**src/rtl/mem_uart_bridge_pkg.sv**
```systemverilog
// Shared types, message lengths and message packing for the CPU-side memory bridge.
package mem_uart_bridge_pkg;
  localparam int MSG_W = 72;
  localparam logic [4:0] LEN_READ  = 5'd5;
  localparam logic [4:0] LEN_WRITE = 5'd9;
  localparam logic [4:0] LEN_RESP  = 5'd4;

  typedef enum logic [1:0] {ST_IDLE, ST_SEND, ST_WAIT, ST_DONE} state_t;
  typedef enum logic {OWN_IF = 1'b0, OWN_MEM = 1'b1} owner_t;

  function automatic logic [MSG_W-1:0] pack_read(input logic [31:0] addr);
    pack_read = '0;
    pack_read[31:0] = addr;
  endfunction

  function automatic logic [MSG_W-1:0] pack_write(input logic [31:0] addr, input logic [31:0] wdata,
                                                  input logic [3:0] mask);
    pack_write = '0;
    pack_write[31:0]  = wdata;
    pack_write[63:32] = addr;
    pack_write[67:64] = mask;
  endfunction
endpackage

```
**src/rtl/mem_uart_bridge_if.sv**
```systemverilog
// Core-side request port and transport-side message port of the memory bridge.
interface mem_cpu_if;
  logic        if_req;
  logic [31:0] if_addr;
  logic [31:0] if_rdata;
  logic        if_done;
  logic        mem_req;
  logic        mem_we;
  logic [31:0] mem_addr;
  logic [31:0] mem_wdata;
  logic [3:0]  mem_mask;
  logic [31:0] mem_rdata;
  logic        mem_done;

  modport master (output if_req, if_addr, mem_req, mem_we, mem_addr, mem_wdata, mem_mask,
                  input  if_rdata, if_done, mem_rdata, mem_done);
  modport slave  (input  if_req, if_addr, mem_req, mem_we, mem_addr, mem_wdata, mem_mask,
                  output if_rdata, if_done, mem_rdata, mem_done);
endinterface

interface mem_tx_if;
  import mem_uart_bridge_pkg::*;
  logic             tx_ready;
  logic             tx_flag;
  logic [4:0]       tx_length;
  logic [MSG_W-1:0] tx_data;
  logic             rx_valid;
  logic [4:0]       rx_length;
  logic [MSG_W-1:0] rx_data;
  logic             rx_flag;

  modport master (input  tx_ready, rx_valid, rx_length, rx_data,
                  output tx_flag, tx_length, tx_data, rx_flag);
  modport slave  (output tx_ready, rx_valid, rx_length, rx_data,
                  input  tx_flag, tx_length, tx_data, rx_flag);
endinterface

```
**src/rtl/mem_uart_bridge_rr_arbiter.sv**
```systemverilog
// Two-way round-robin grant (0 = fetch, 1 = data); last-served updates on commit.
module mem_rr_arbiter
  import mem_uart_bridge_pkg::*;
(
  input  logic       clk,
  input  logic       rst,
  input  logic [1:0] req,
  input  logic       commit,
  input  owner_t     commit_id,
  output logic       gnt_vld,
  output owner_t     gnt
);
  owner_t last_q;

  // Data port counts as last served out of reset so fetch wins the first tie.
  always_ff @(posedge clk) begin
    if (rst)         last_q <= OWN_MEM;
    else if (commit) last_q <= commit_id;
  end

  always_comb begin
    gnt_vld = |req;
    gnt     = OWN_IF;
    if (req[1] && (!req[0] || last_q == OWN_IF)) gnt = OWN_MEM;
  end
endmodule

```
**src/rtl/mem_uart_bridge.sv**
```systemverilog
// Arbitrates fetch/data word requests into 72-bit transport messages and returns read responses.
module mem_uart_bridge
  import mem_uart_bridge_pkg::*;
#(
  parameter int ADDR_W = 32
) (
  input  logic       clk,
  input  logic       rst,
  mem_cpu_if.slave   cpu,
  mem_tx_if.master   xport,
  output logic [7:0] stray_cnt
);
  state_t           state_q, state_d;
  owner_t           owner_q, grant;
  logic             grant_vld;
  logic [MSG_W-1:0] tx_data_q;
  logic [4:0]       tx_len_q;
  logic [31:0]      if_rdata_q, mem_rdata_q;
  logic             skip_q, pop, tx_flag, commit, resp_ok;
  logic [7:0]       stray_q;
  logic [ADDR_W-1:0] sel_addr;
  logic             unused_rx;

  assign unused_rx = ^xport.rx_data[MSG_W-1:32];

  mem_rr_arbiter u_arb (
    .clk       (clk),
    .rst       (rst),
    .req       ({cpu.mem_req, cpu.if_req}),
    .commit    (commit),
    .commit_id (owner_q),
    .gnt_vld   (grant_vld),
    .gnt       (grant)
  );

  assign sel_addr = (grant == OWN_MEM) ? cpu.mem_addr : cpu.if_addr;

  // The transport's valid lags a pop by one cycle, so the cycle after a pop is blind.
  assign pop = xport.rx_valid & ~skip_q;

  always_comb begin
    state_d = state_q;
    tx_flag = 1'b0;
    commit  = 1'b0;
    resp_ok = 1'b0;
    case (state_q)
      ST_IDLE: if (grant_vld) state_d = ST_SEND;
      ST_SEND: if (xport.tx_ready) begin
        tx_flag = 1'b1;
        state_d = (tx_len_q == LEN_WRITE) ? ST_DONE : ST_WAIT;
      end
      ST_WAIT: if (pop && xport.rx_length == LEN_RESP) begin
        resp_ok = 1'b1;
        state_d = ST_DONE;
      end
      ST_DONE: begin
        commit  = 1'b1;
        state_d = ST_IDLE;
      end
      default: state_d = ST_IDLE;
    endcase
  end

  always_ff @(posedge clk) begin
    if (rst) begin
      state_q     <= ST_IDLE;
      owner_q     <= OWN_IF;
      tx_data_q   <= '0;
      tx_len_q    <= '0;
      if_rdata_q  <= '0;
      mem_rdata_q <= '0;
      skip_q      <= 1'b0;
      stray_q     <= '0;
    end else begin
      state_q <= state_d;
      skip_q  <= pop;
      if (state_q == ST_IDLE && grant_vld) begin
        owner_q <= grant;
        if (grant == OWN_MEM && cpu.mem_we) begin
          tx_data_q <= pack_write(sel_addr, cpu.mem_wdata, cpu.mem_mask);
          tx_len_q  <= LEN_WRITE;
        end else begin
          tx_data_q <= pack_read(sel_addr);
          tx_len_q  <= LEN_READ;
        end
      end
      if (resp_ok) begin
        if (owner_q == OWN_MEM) mem_rdata_q <= xport.rx_data[31:0];
        else                    if_rdata_q  <= xport.rx_data[31:0];
      end
      // Any pop that is not the awaited response is dropped and counted.
      if (pop && !resp_ok && stray_q != 8'hFF) stray_q <= stray_q + 8'd1;
    end
  end

  assign xport.tx_flag   = tx_flag;
  assign xport.tx_data   = tx_data_q;
  assign xport.tx_length = tx_len_q;
  assign xport.rx_flag   = pop;
  assign cpu.if_done     = (state_q == ST_DONE) && (owner_q == OWN_IF);
  assign cpu.mem_done    = (state_q == ST_DONE) && (owner_q == OWN_MEM);
  assign cpu.if_rdata    = if_rdata_q;
  assign cpu.mem_rdata   = mem_rdata_q;
  assign stray_cnt       = stray_q;
endmodule

```
**src/flat_wrapper.sv**
```systemverilog
// flat-port wrapper written by rule: the top's interface ports become plain ports
module mem_uart_bridge_flat import mem_uart_bridge_pkg::*;
#(
  parameter int ADDR_W = 32
)
  (clk, rst, stray_cnt, cpu_if_req, cpu_if_addr, cpu_mem_req, cpu_mem_we, cpu_mem_addr, cpu_mem_wdata, cpu_mem_mask, cpu_if_rdata, cpu_if_done, cpu_mem_rdata, cpu_mem_done, xport_tx_ready, xport_rx_valid, xport_rx_length, xport_rx_data, xport_tx_flag, xport_tx_length, xport_tx_data, xport_rx_flag);
  mem_cpu_if cpu_i ();
  mem_tx_if xport_i ();
  input  logic clk;
  input  logic rst;
  output logic [7:0] stray_cnt;
  input wire logic [$bits(cpu_i.if_req)-1:0] cpu_if_req;
  input wire logic [$bits(cpu_i.if_addr)-1:0] cpu_if_addr;
  input wire logic [$bits(cpu_i.mem_req)-1:0] cpu_mem_req;
  input wire logic [$bits(cpu_i.mem_we)-1:0] cpu_mem_we;
  input wire logic [$bits(cpu_i.mem_addr)-1:0] cpu_mem_addr;
  input wire logic [$bits(cpu_i.mem_wdata)-1:0] cpu_mem_wdata;
  input wire logic [$bits(cpu_i.mem_mask)-1:0] cpu_mem_mask;
  output wire logic [$bits(cpu_i.if_rdata)-1:0] cpu_if_rdata;
  output wire logic [$bits(cpu_i.if_done)-1:0] cpu_if_done;
  output wire logic [$bits(cpu_i.mem_rdata)-1:0] cpu_mem_rdata;
  output wire logic [$bits(cpu_i.mem_done)-1:0] cpu_mem_done;
  input wire logic [$bits(xport_i.tx_ready)-1:0] xport_tx_ready;
  input wire logic [$bits(xport_i.rx_valid)-1:0] xport_rx_valid;
  input wire logic [$bits(xport_i.rx_length)-1:0] xport_rx_length;
  input wire logic [$bits(xport_i.rx_data)-1:0] xport_rx_data;
  output wire logic [$bits(xport_i.tx_flag)-1:0] xport_tx_flag;
  output wire logic [$bits(xport_i.tx_length)-1:0] xport_tx_length;
  output wire logic [$bits(xport_i.tx_data)-1:0] xport_tx_data;
  output wire logic [$bits(xport_i.rx_flag)-1:0] xport_rx_flag;
  assign cpu_i.if_req = cpu_if_req;
  assign cpu_i.if_addr = cpu_if_addr;
  assign cpu_i.mem_req = cpu_mem_req;
  assign cpu_i.mem_we = cpu_mem_we;
  assign cpu_i.mem_addr = cpu_mem_addr;
  assign cpu_i.mem_wdata = cpu_mem_wdata;
  assign cpu_i.mem_mask = cpu_mem_mask;
  assign cpu_if_rdata = cpu_i.if_rdata;
  assign cpu_if_done = cpu_i.if_done;
  assign cpu_mem_rdata = cpu_i.mem_rdata;
  assign cpu_mem_done = cpu_i.mem_done;
  assign xport_i.tx_ready = xport_tx_ready;
  assign xport_i.rx_valid = xport_rx_valid;
  assign xport_i.rx_length = xport_rx_length;
  assign xport_i.rx_data = xport_rx_data;
  assign xport_tx_flag = xport_i.tx_flag;
  assign xport_tx_length = xport_i.tx_length;
  assign xport_tx_data = xport_i.tx_data;
  assign xport_rx_flag = xport_i.rx_flag;
  mem_uart_bridge #(.ADDR_W(ADDR_W)) u_core (.clk(clk), .rst(rst), .cpu(cpu_i), .xport(xport_i), .stray_cnt(stray_cnt));
endmodule
```
**config.mk**
```make
export PLATFORM = sky130hd
export DESIGN_NAME = mem_uart_bridge_flat
export DESIGN_NICKNAME = d
export VERILOG_FILES = /design/src/rtl/mem_uart_bridge_pkg.sv /design/src/rtl/mem_uart_bridge_if.sv /design/src/rtl/mem_uart_bridge_rr_arbiter.sv /design/src/rtl/mem_uart_bridge.sv /design/src/flat_wrapper.sv
export SDC_FILE = /design/constraint.sdc
export NUM_CORES = 1
export LEC_CHECK = 0
export BUFFER_PORTS_ARGS = -buffer_cell sky130_fd_sc_hd__buf_4
export CORE_AREA = 2 2 132 134
export CTS_BUF_LIST = sky130_fd_sc_hd__clkbuf_16
export DETAILED_ROUTE_END_ITERATION = 12
export DIE_AREA = 0 0 134 136
export GPL_TIMING_DRIVEN = 0
export HOLD_SLACK_MARGIN = 0.15
export PLACE_DENSITY = 0.71
export RECOVER_POWER = 25
export SYNTH_ARGS = -nofsm -noshare
export SYNTH_HDL_FRONTEND = slang
export SYNTH_HIERARCHICAL = 1
export SYNTH_SLANG_ARGS = --single-unit
```
**constraint.sdc**
```tcl
create_clock -name clk -period 2.6 [get_ports clk]
set_input_delay 0 -clock clk [delete_from_list [all_inputs] [get_ports clk]]
set_output_delay 0 -clock clk [all_outputs]
set_load 0.1 [all_outputs]
```
==> run summary, run 1 <==
The proportion of layout cells with a drive suffix above 1 works out to 27.14%. In this run the worst path has a maximum fanout of 10. Synthesis inferred 148 register bits. The leftover overflow at the end of global routing is 0, and the relative slew slack is 13.32%.

The power per unit of standard cell area is 785.4 nW/um^2. Once the floorplan was initialized, standard cells occupied 37.00% of the core. After filler insertion, the fill cell instance count of the layout stands at 1447. The critical path start-end classification is flip-flop to flip-flop. The tools report the number of nets at the end of the flow as 1368. The flow ran to the end, and the final reports show no timing, DRC or antenna violations. In this run, CTS created clock tree buffers numbering 17. The transition at the pin with the smallest max-transition slack is 1.306 ns.

The standby leakage power came out at 0.004304 uW. The core box area was 16880 sq um. Setup repair after global routing left no endpoint under its margin.

For the detailed-routed wire length on met3, the log shows 1914 microns. Floorplan row count: 48. For the worst setup path, the data arrival time is 2.79 ns. The root buffer cell is clkbuf_16. For this run, the leading register cell type out of synthesis is dfxtp_1. CTS saw 148 sinks.

Dividing the detail-routed wire length by the instance count gives 16.78 microns. The worst hold slack across all endpoints came out at 0.1907 ns. TritonCTS built the clock tree. The final count of pins violating max slew is 0. After detailed routing, the total wire length is 23750 microns. The maximum number of pins on one net before global-route repair came out at 17. For the final database, setup skew stands at 0.008259 ns. In the final layout, the multi-input gates occupy 2934 sq um. In the layout the commonest cells are 223 x buf_4, 148 x dfxtp_1, 141 x dlygate4sd3_1, 133 x nand2_1, 109 x clkbuf_1.

Compared with the post-synthesis result, the final layout area differs by 67.01%. A synthesized cell averages 8.624 sq um. The biggest area contributor in the post-synthesis netlist is dfxtp_1. Wire length the detailed router placed on met1: 9515 microns.

In the post-synthesis netlist, the biggest area contributors are dfxtp_1 47%, nand2_1 8.0%, a21oi_2 7.3%. The first global-routing pass estimated 36690 microns of wire. The area of the mapped netlist is 6243 sq um, and the number of antenna-violating nets in the routed design is 0.

The number of setup buffers added after CTS is 0. Wire segments on met2 add up to 11690 microns in the final route. The worst setup path is launched from a flip-flop. The first TritonRoute pass finished after 5 iterations. The clock period could shrink to 2.515 ns. For the portion of the post-synthesis area used by sequential elements, the log shows 47.45%.

Of all flip-flops after synthesis, the portion carrying an async set or reset was 0%. The number of H-tree levels is 4. After legalization and detailed placement, the total HPWL measured 16440 microns. Dividing the detail-routed via count by the number of cells gives 5.027. For the worst setup path, the data required time is 2.88 ns. The worst path uses 96.73% of the clock period.

Max-cap violations in this run came to 0. The clock passes through at most 2 buffers. Yosys mapped the design onto 47 distinct sky130hd cell types. The peak supply drop came out at 0.6214 mV.

Yosys mapped a number of flops with a built-in enable equal to 0. The number of antenna diodes in the final layout is 0. The clock insertion delay at the later pin of the skew report was 0.41 ns. The number of placed I/O pins was 337.

The via count of the first global-routing pass was 7035; the DRC violation total after the first TritonRoute iteration was 371. Clock-pin slew was measured on the worst setup and hold paths at 0.06 ns. The number of endpoints with negative hold slack in the final report was 0. The commonest non-fill, non-tap cell in the layout was buf_4. The setup violation total in the final timing report is 0, and the horizontal extent of the die is 134 microns.

Summing over every cut layer, the via total after detailed routing is 7113. For the highest clock frequency the design can meet, the log shows 397.6 MHz. The global router's overall resource usage was 25.53%.

The initial antenna violation count is 0, and the number of design rule violations left after detail routing is 0. For this run, the number of Yosys warnings is 6. The cell count after synthesis came out at 724. In the final layout, flip-flops and latches occupy 2963 sq um. The height of the die is 136 microns. The top-area cell type share of the netlist area came out at 47.45%. The floorplan step defined a die boundary enclosing 18220 sq um. Kind of end point of the critical path: a flip-flop. Buffers placed on the I/O ports in this run total 289. At the end of routability-driven placement, the weighted congestion stood at 0.8369.

For the final total negative setup slack, the log shows 0 ns. The class of the tightest hold or removal check was primary input to flip-flop. The highest metal layer with signal wires is met4.
per-stage QoR:
stage | utilization, % | instance area, sq um | setup slack [ns] | cells | power, uW
6_report | 61.79 | 10430 | 0.08501 | 1415 | 8190
5_1_grt | 61.79 | 10430 | 0.01900 | 1415 | 8512
4_1_cts | 63.40 | 10700 | 0.1881 | 1415 | 8188
3_5_place_dp | 51.63 | 8713 | 0.4271 | 1243 | 5459
3_3_place_gp | 51.63 | 8713 | 0.4410 | 1243 | 5444
2_1_floorplan | - | 6262 | 0.3756 | 729 | 4681
sequential cells by signal, summed over array words and instances, names as in the netlist:
name,count
u_core/xport.tx_length,3
u_core/cpu.if_rdata,32
u_core/stray_cnt,8
u_core/owner_q,1
u_core/cpu.mem_rdata,32
u_core/xport.tx_data,68
u_core/state_q,2
u_core/skip_q,1
u_core/u_arb/last_q,1
area by class of cell:
cell class | instances | share of cell area [%]
Inverter | 9 | 0.3240
Buffer | 63 | 3.204
Timing Repair Buffer | 430 | 31.71
Clock buffer | 17 | 4.080
Sequential cell | 148 | 28.41
Tap cell | 225 | 2.700
Multi-Input combinational cell | 509 | 28.14
Clock inverter | 14 | 1.428
cell usage after synthesis, types with 2 or more instances:
cell and n:
a211oi_1 34, a21boi_0 2, a21oi_1 54, a21oi_2 52
a22oi_1 36, and2_1 2, and4_1 2, buf_1 4
buf_2 7, buf_4 7, buf_6 5, buf_8 2
clkbuf_1 38, dfxtp_1 148, ha_1 6, inv_1 9
mux2i_1 32, nand2_1 133, nand3_1 3, nand4_1 2
nor2_1 108, nor2b_1 3, nor3_1 2, o21ai_0 6
o41ai_1 3, or2_2 2, or3_1 2
worst paths after layout:
check | depth (start not counted) | slack [ns] | start | end
worst max-delay path | 7 | 0.09 | u_core/u_arb/last_q | u_core/xport.tx_data[19]
worst max register to register | 7 | 0.09 | u_core/u_arb/last_q | u_core/xport.tx_data[19]
worst min-delay path | 5 | 0.19 | xport_rx_length[4] | u_core/cpu.mem_rdata[26]
worst min register to register | 2 | 0.46 | u_core/cpu.mem_rdata[30] | u_core/cpu.mem_rdata[30]
logic make-up (layout without fill, tap and decap cells):
logic type / count (synthesis) / after routing / share of synthesized area [%]
compound gates: 196 / 196 / 22.39
flops: 148 / 148 / 47.45
other cells: 1 / 6 / 0.06006
buf+inv: 72 / 533 / 5.852
fa+ha+maj: 6 / 6 / 1.202
simple gates: 269 / 269 / 17.92
mux: 32 / 32 / 5.130
layer usage:
layer  track usage [%]  up-vias
li1                  -     3389
met1             29.32     3332
met2             45.07      342
met3             7.010       50
met4             10.05        0
met5                 0        -
report_power, final:
group / internal (uW) / switching, uW / total (uW)
Clock: 1480 / 931 / 2410
Combinational: 908 / 2280 / 3190
Sequential: 2460 / 131 / 2590
Total: 4850 / 3340 / 8190
critical path, stage by stage, from the launching register on:
cell and delay [ns]:
dfxtp_1 0.32, a21boi_0 0.26, buf_2 0.31, buf_1 0.42, a211oi_1 0.13, dlygate4sd3_1 0.61
a21oi_1 0.25, nor2_1 0.08
repair_timing:
item,CTS,global route
endpoints found under the setup margin,0,17
gates resized for setup,0,4
hold buffers,141,0
endpoints found under the hold margin,142,0
Note: power is estimated with default switching activity, not from simulation.
==> run 2, diff against run 1 <==
--- a/config.mk
+++ b/config.mk
@@ -13,7 +13,7 @@
 export GPL_TIMING_DRIVEN = 0
 export HOLD_SLACK_MARGIN = 0.15
 export PLACE_DENSITY = 0.71
-export RECOVER_POWER = 25
+export RECOVER_POWER = 100
 export SYNTH_ARGS = -nofsm -noshare
 export SYNTH_HDL_FRONTEND = slang
 export SYNTH_HIERARCHICAL = 1
==> run 2 against run 1 <==
  * Hold slack hardly changed
  * Power decreased by 1.5%
  * Setup slack gained 0.068 ns
  * Critical path depth unchanged
  * Routed wire length is 0.33% lower
  * Highest routed layer unchanged
  * Via count barely moved
==> run summary, run 2 (synthesized netlist as in run 1, its figures left out) <==
The kind of end point of the critical path was a flip-flop (unchanged). The class of the tightest hold or removal check is primary input to flip-flop (unchanged). The multi-input logic area is 2897 sq um (was 2934 sq um).

The run gives 0.8369 (unchanged) as the placer's final routability congestion estimate. The commonest non-fill, non-tap cell in the layout is clkbuf_1 (was buf_4). The proportion of layout cells with a drive suffix above 1 is 19.92% (was 27.14%).

TritonCTS buffer count: 17 (unchanged). The run gives 18220 sq um (unchanged) as the area enclosed by the die boundary. The clock sink total was 148 (unchanged). Leading cell types in the layout, fill and taps excluded: 187 x clkbuf_1, 148 x buf_4, 148 x dfxtp_1, 141 x dlygate4sd3_1, 133 x nand2_1 (was 223 x buf_4, 148 x dfxtp_1, 141 x dlygate4sd3_1, 133 x nand2_1, 109 x clkbuf_1). The critical path start-end classification was flip-flop to flip-flop (unchanged). The overall routed net length is 23670 microns (was 23750 microns), and the transition at the pin with the smallest max-transition slack is 1.306 ns (about the same). The highest cell delay on the worst timing path works out to 0.59 ns (was 0.61 ns).

The final total negative setup slack was 0 ns (unchanged). The fill cell total of the finished layout is 1558 (was 1447). The number of diodes came out at 0 (unchanged). The cell with the largest stage delay on the worst path is dlygate4sd3_1 (unchanged). The starting density of the core was 37.00% (unchanged); the number of setup buffers added after CTS was 0 (unchanged). The clock insertion delay at the later pin of the skew report was 0.41 ns (about the same). The part of the cycle the worst path needs is 94.13% (was 96.73%), and the area growth from synthesis to layout is 61.92% (was 67.01%). Worst path cell trace: a21boi_0 > buf_2 > clkbuf_1 > a211oi_1 > dlygate4sd3_1 > a21oi_1 > nor2_1 (was a21boi_0 > buf_2 > buf_1 > a211oi_1 > dlygate4sd3_1 > a21oi_1 > nor2_1). For the maximum clock insertion buffer count, the log shows 2 (unchanged). The startpoint of the most critical setup path is u_core/u_arb/last_q (unchanged).

Height of the die: 136 microns (unchanged). Number of antenna-violating nets in the routed design: 0 (unchanged). The peak supply drop was 0.5957 mV (was 0.6214 mV); the number of buffers and inverters on the critical path was 3 (unchanged). The number of nets at the end of the flow came out at 1368 (unchanged).

Root buffer cell: clkbuf_16 (unchanged). The count of max-cap constraint violations was 0 (unchanged). The flow ran to the end, and the final reports show no timing, DRC or antenna violations. The via count of the first global-routing pass came out at 7035 (unchanged).

The tools report the element type at the critical path start as a flip-flop (unchanged). The total via count in the routed design is 7116 (was 7113). The cell count of the worst hold path is 5 (unchanged), and the number of cells traversed by the worst register-to-register path is 7 (unchanged).

The power per unit of standard cell area is 797.9 nW/um^2 (was 785.4 nW/um^2), and the data arrival time at the worst-slack endpoint is 2.73 ns (was 2.79 ns). The run gives 2.88 ns (about the same) as the data required time of the critical path. The core box area came out at 16880 sq um (unchanged).

The area used by sequential logic in the layout was 2963 sq um (unchanged). The number of design rule violations left after detail routing is 0 (unchanged). The relative slew slack was 13.31% (was 13.32%). The detailed placer's ending HPWL was 16440 microns (unchanged). Wire length per cell after detailed routing: 16.73 microns (was 16.78 microns). The setup violation total in the final timing report is 0 (unchanged), and the iteration count of the initial detailed-routing pass is 5 (unchanged). The tools report the critical path endpoint as u_core/xport.tx_data[19] (unchanged).

Number of H-tree levels: 4 (unchanged). The worst flop-to-flop path endpoint was u_core/xport.tx_data[19] (unchanged). The cell type group with the largest total delay on the critical path was buffers and inverters (unchanged).

The via density per instance came out at 5.029 (was 5.027). The port buffer count came out at 289 (unchanged). The worst clock skew was 0.007993 ns (was 0.008259 ns); the reg2reg setup slack was 0.15 ns (was 0.09 ns).

The clock period minus worst slack is 2.447 ns (was 2.515 ns). Final count of pins violating max slew: 0 (unchanged). Number of endpoints with negative hold slack in the final report: 0 (unchanged).

Setup repair after global routing left no endpoint under its margin. The initial antenna violation count was 0 (unchanged). The maximum fanout encountered on the critical timing path was 10 (unchanged); the utilization after layout was 59.91% (was 61.79%). The floorplan row count is 48 (unchanged). The beginning of the worst register-to-register path is u_core/u_arb/last_q (unchanged). The horizontal extent of the die is 134 microns (unchanged), and the clock slew at the register clock pins of the worst setup and hold paths is 0.06 ns (about the same).

The tools report the standby leakage power as 0.003987 uW (was 0.004304 uW). The highest clock frequency the design can meet was 408.6 MHz (was 397.6 MHz). The maximum number of pins on one net before global-route repair is 17 (unchanged), and the number of placed I/O pins is 337 (unchanged). The run gives 0 (unchanged) as the leftover overflow at the end of global routing. The count of cell instances traversed by the critical path came out at 7 (unchanged).

The flip-flop count of the largest register, all copies and words added was 68 (unchanged); the wire length of the first global-routing pass was 36690 microns (unchanged). The total power of the final layout is 8067 uW (was 8190 uW). The DRC violation total after the first TritonRoute iteration was 337 (was 371); the global router's overall resource usage was 25.53% (unchanged). TritonCTS built the clock tree.
## run 2: final cells by class
type,instances,share of cell area (%)
repair buffers,430,29.96
flip-flops and latches,148,29.31
multi-input cells,509,28.65
clock buffers,17,4.208
plain buffers,63,3.280
well taps,225,2.785
clock inverters,14,1.473
inverters,9,0.3342
## run 2: what timing repair did
item,CTS,global route
endpoints found under the setup margin,0,17
gates resized for setup,0,4
hold endpoints to repair,142,0
hold buffers,141,0
## run 2: worst min-delay path by stage
stage,endpoint,from
3_3_place_gp,u_core/u_arb/last_q,rst
6_report,u_core/cpu.mem_rdata[26],xport_rx_length[4]
4_1_cts,u_core/cpu.mem_rdata[27],xport_rx_length[4]
2_1_floorplan,u_core/u_arb/last_q,rst
5_1_grt,u_core/cpu.mem_rdata[27],xport_rx_length[4]
3_5_place_dp,u_core/u_arb/last_q,rst
## run 2: report_power, final
group	switching (uW)	total (uW)	internal (uW)
Combinational	2280	3070	796
Sequential	126	2580	2460
Clock	928	2410	1480
## run 2: worst min-delay path: stages
cell,delay (ns)
buf_4,0.09
nor4b_4,0.06
nand4_1,0.22
nand2_1,0.08
a21oi_1,0.10
## run 2: metrics by stage
| stage | cells | instance area [sq um] | hold WS (ns) | setup WS [ns] |
|---|---|---|---|---|
| floorplan | 729 | 6262 | 0.09857 | 0.3756 |
| detailed placement | 1243 | 8713 | 0.1999 | 0.4271 |
| CTS | 1415 | 10700 | 0.1799 | 0.1881 |
| finish | 1415 | 10110 | 0.1904 | 0.1527 |
| global placement | 1243 | 8713 | 0.1977 | 0.4410 |
| global route | 1415 | 10110 | 0.1968 | 0.01644 |
## run 2: layer usage
layer  up-vias  share of wire (%)  GRT usage [%]
li1       3384                  -              -
met1      3349                 40          29.32
met2       329                 50          45.07
met3        54                7.5          7.010
met4         0                2.6          10.05
met5         -                  0              0
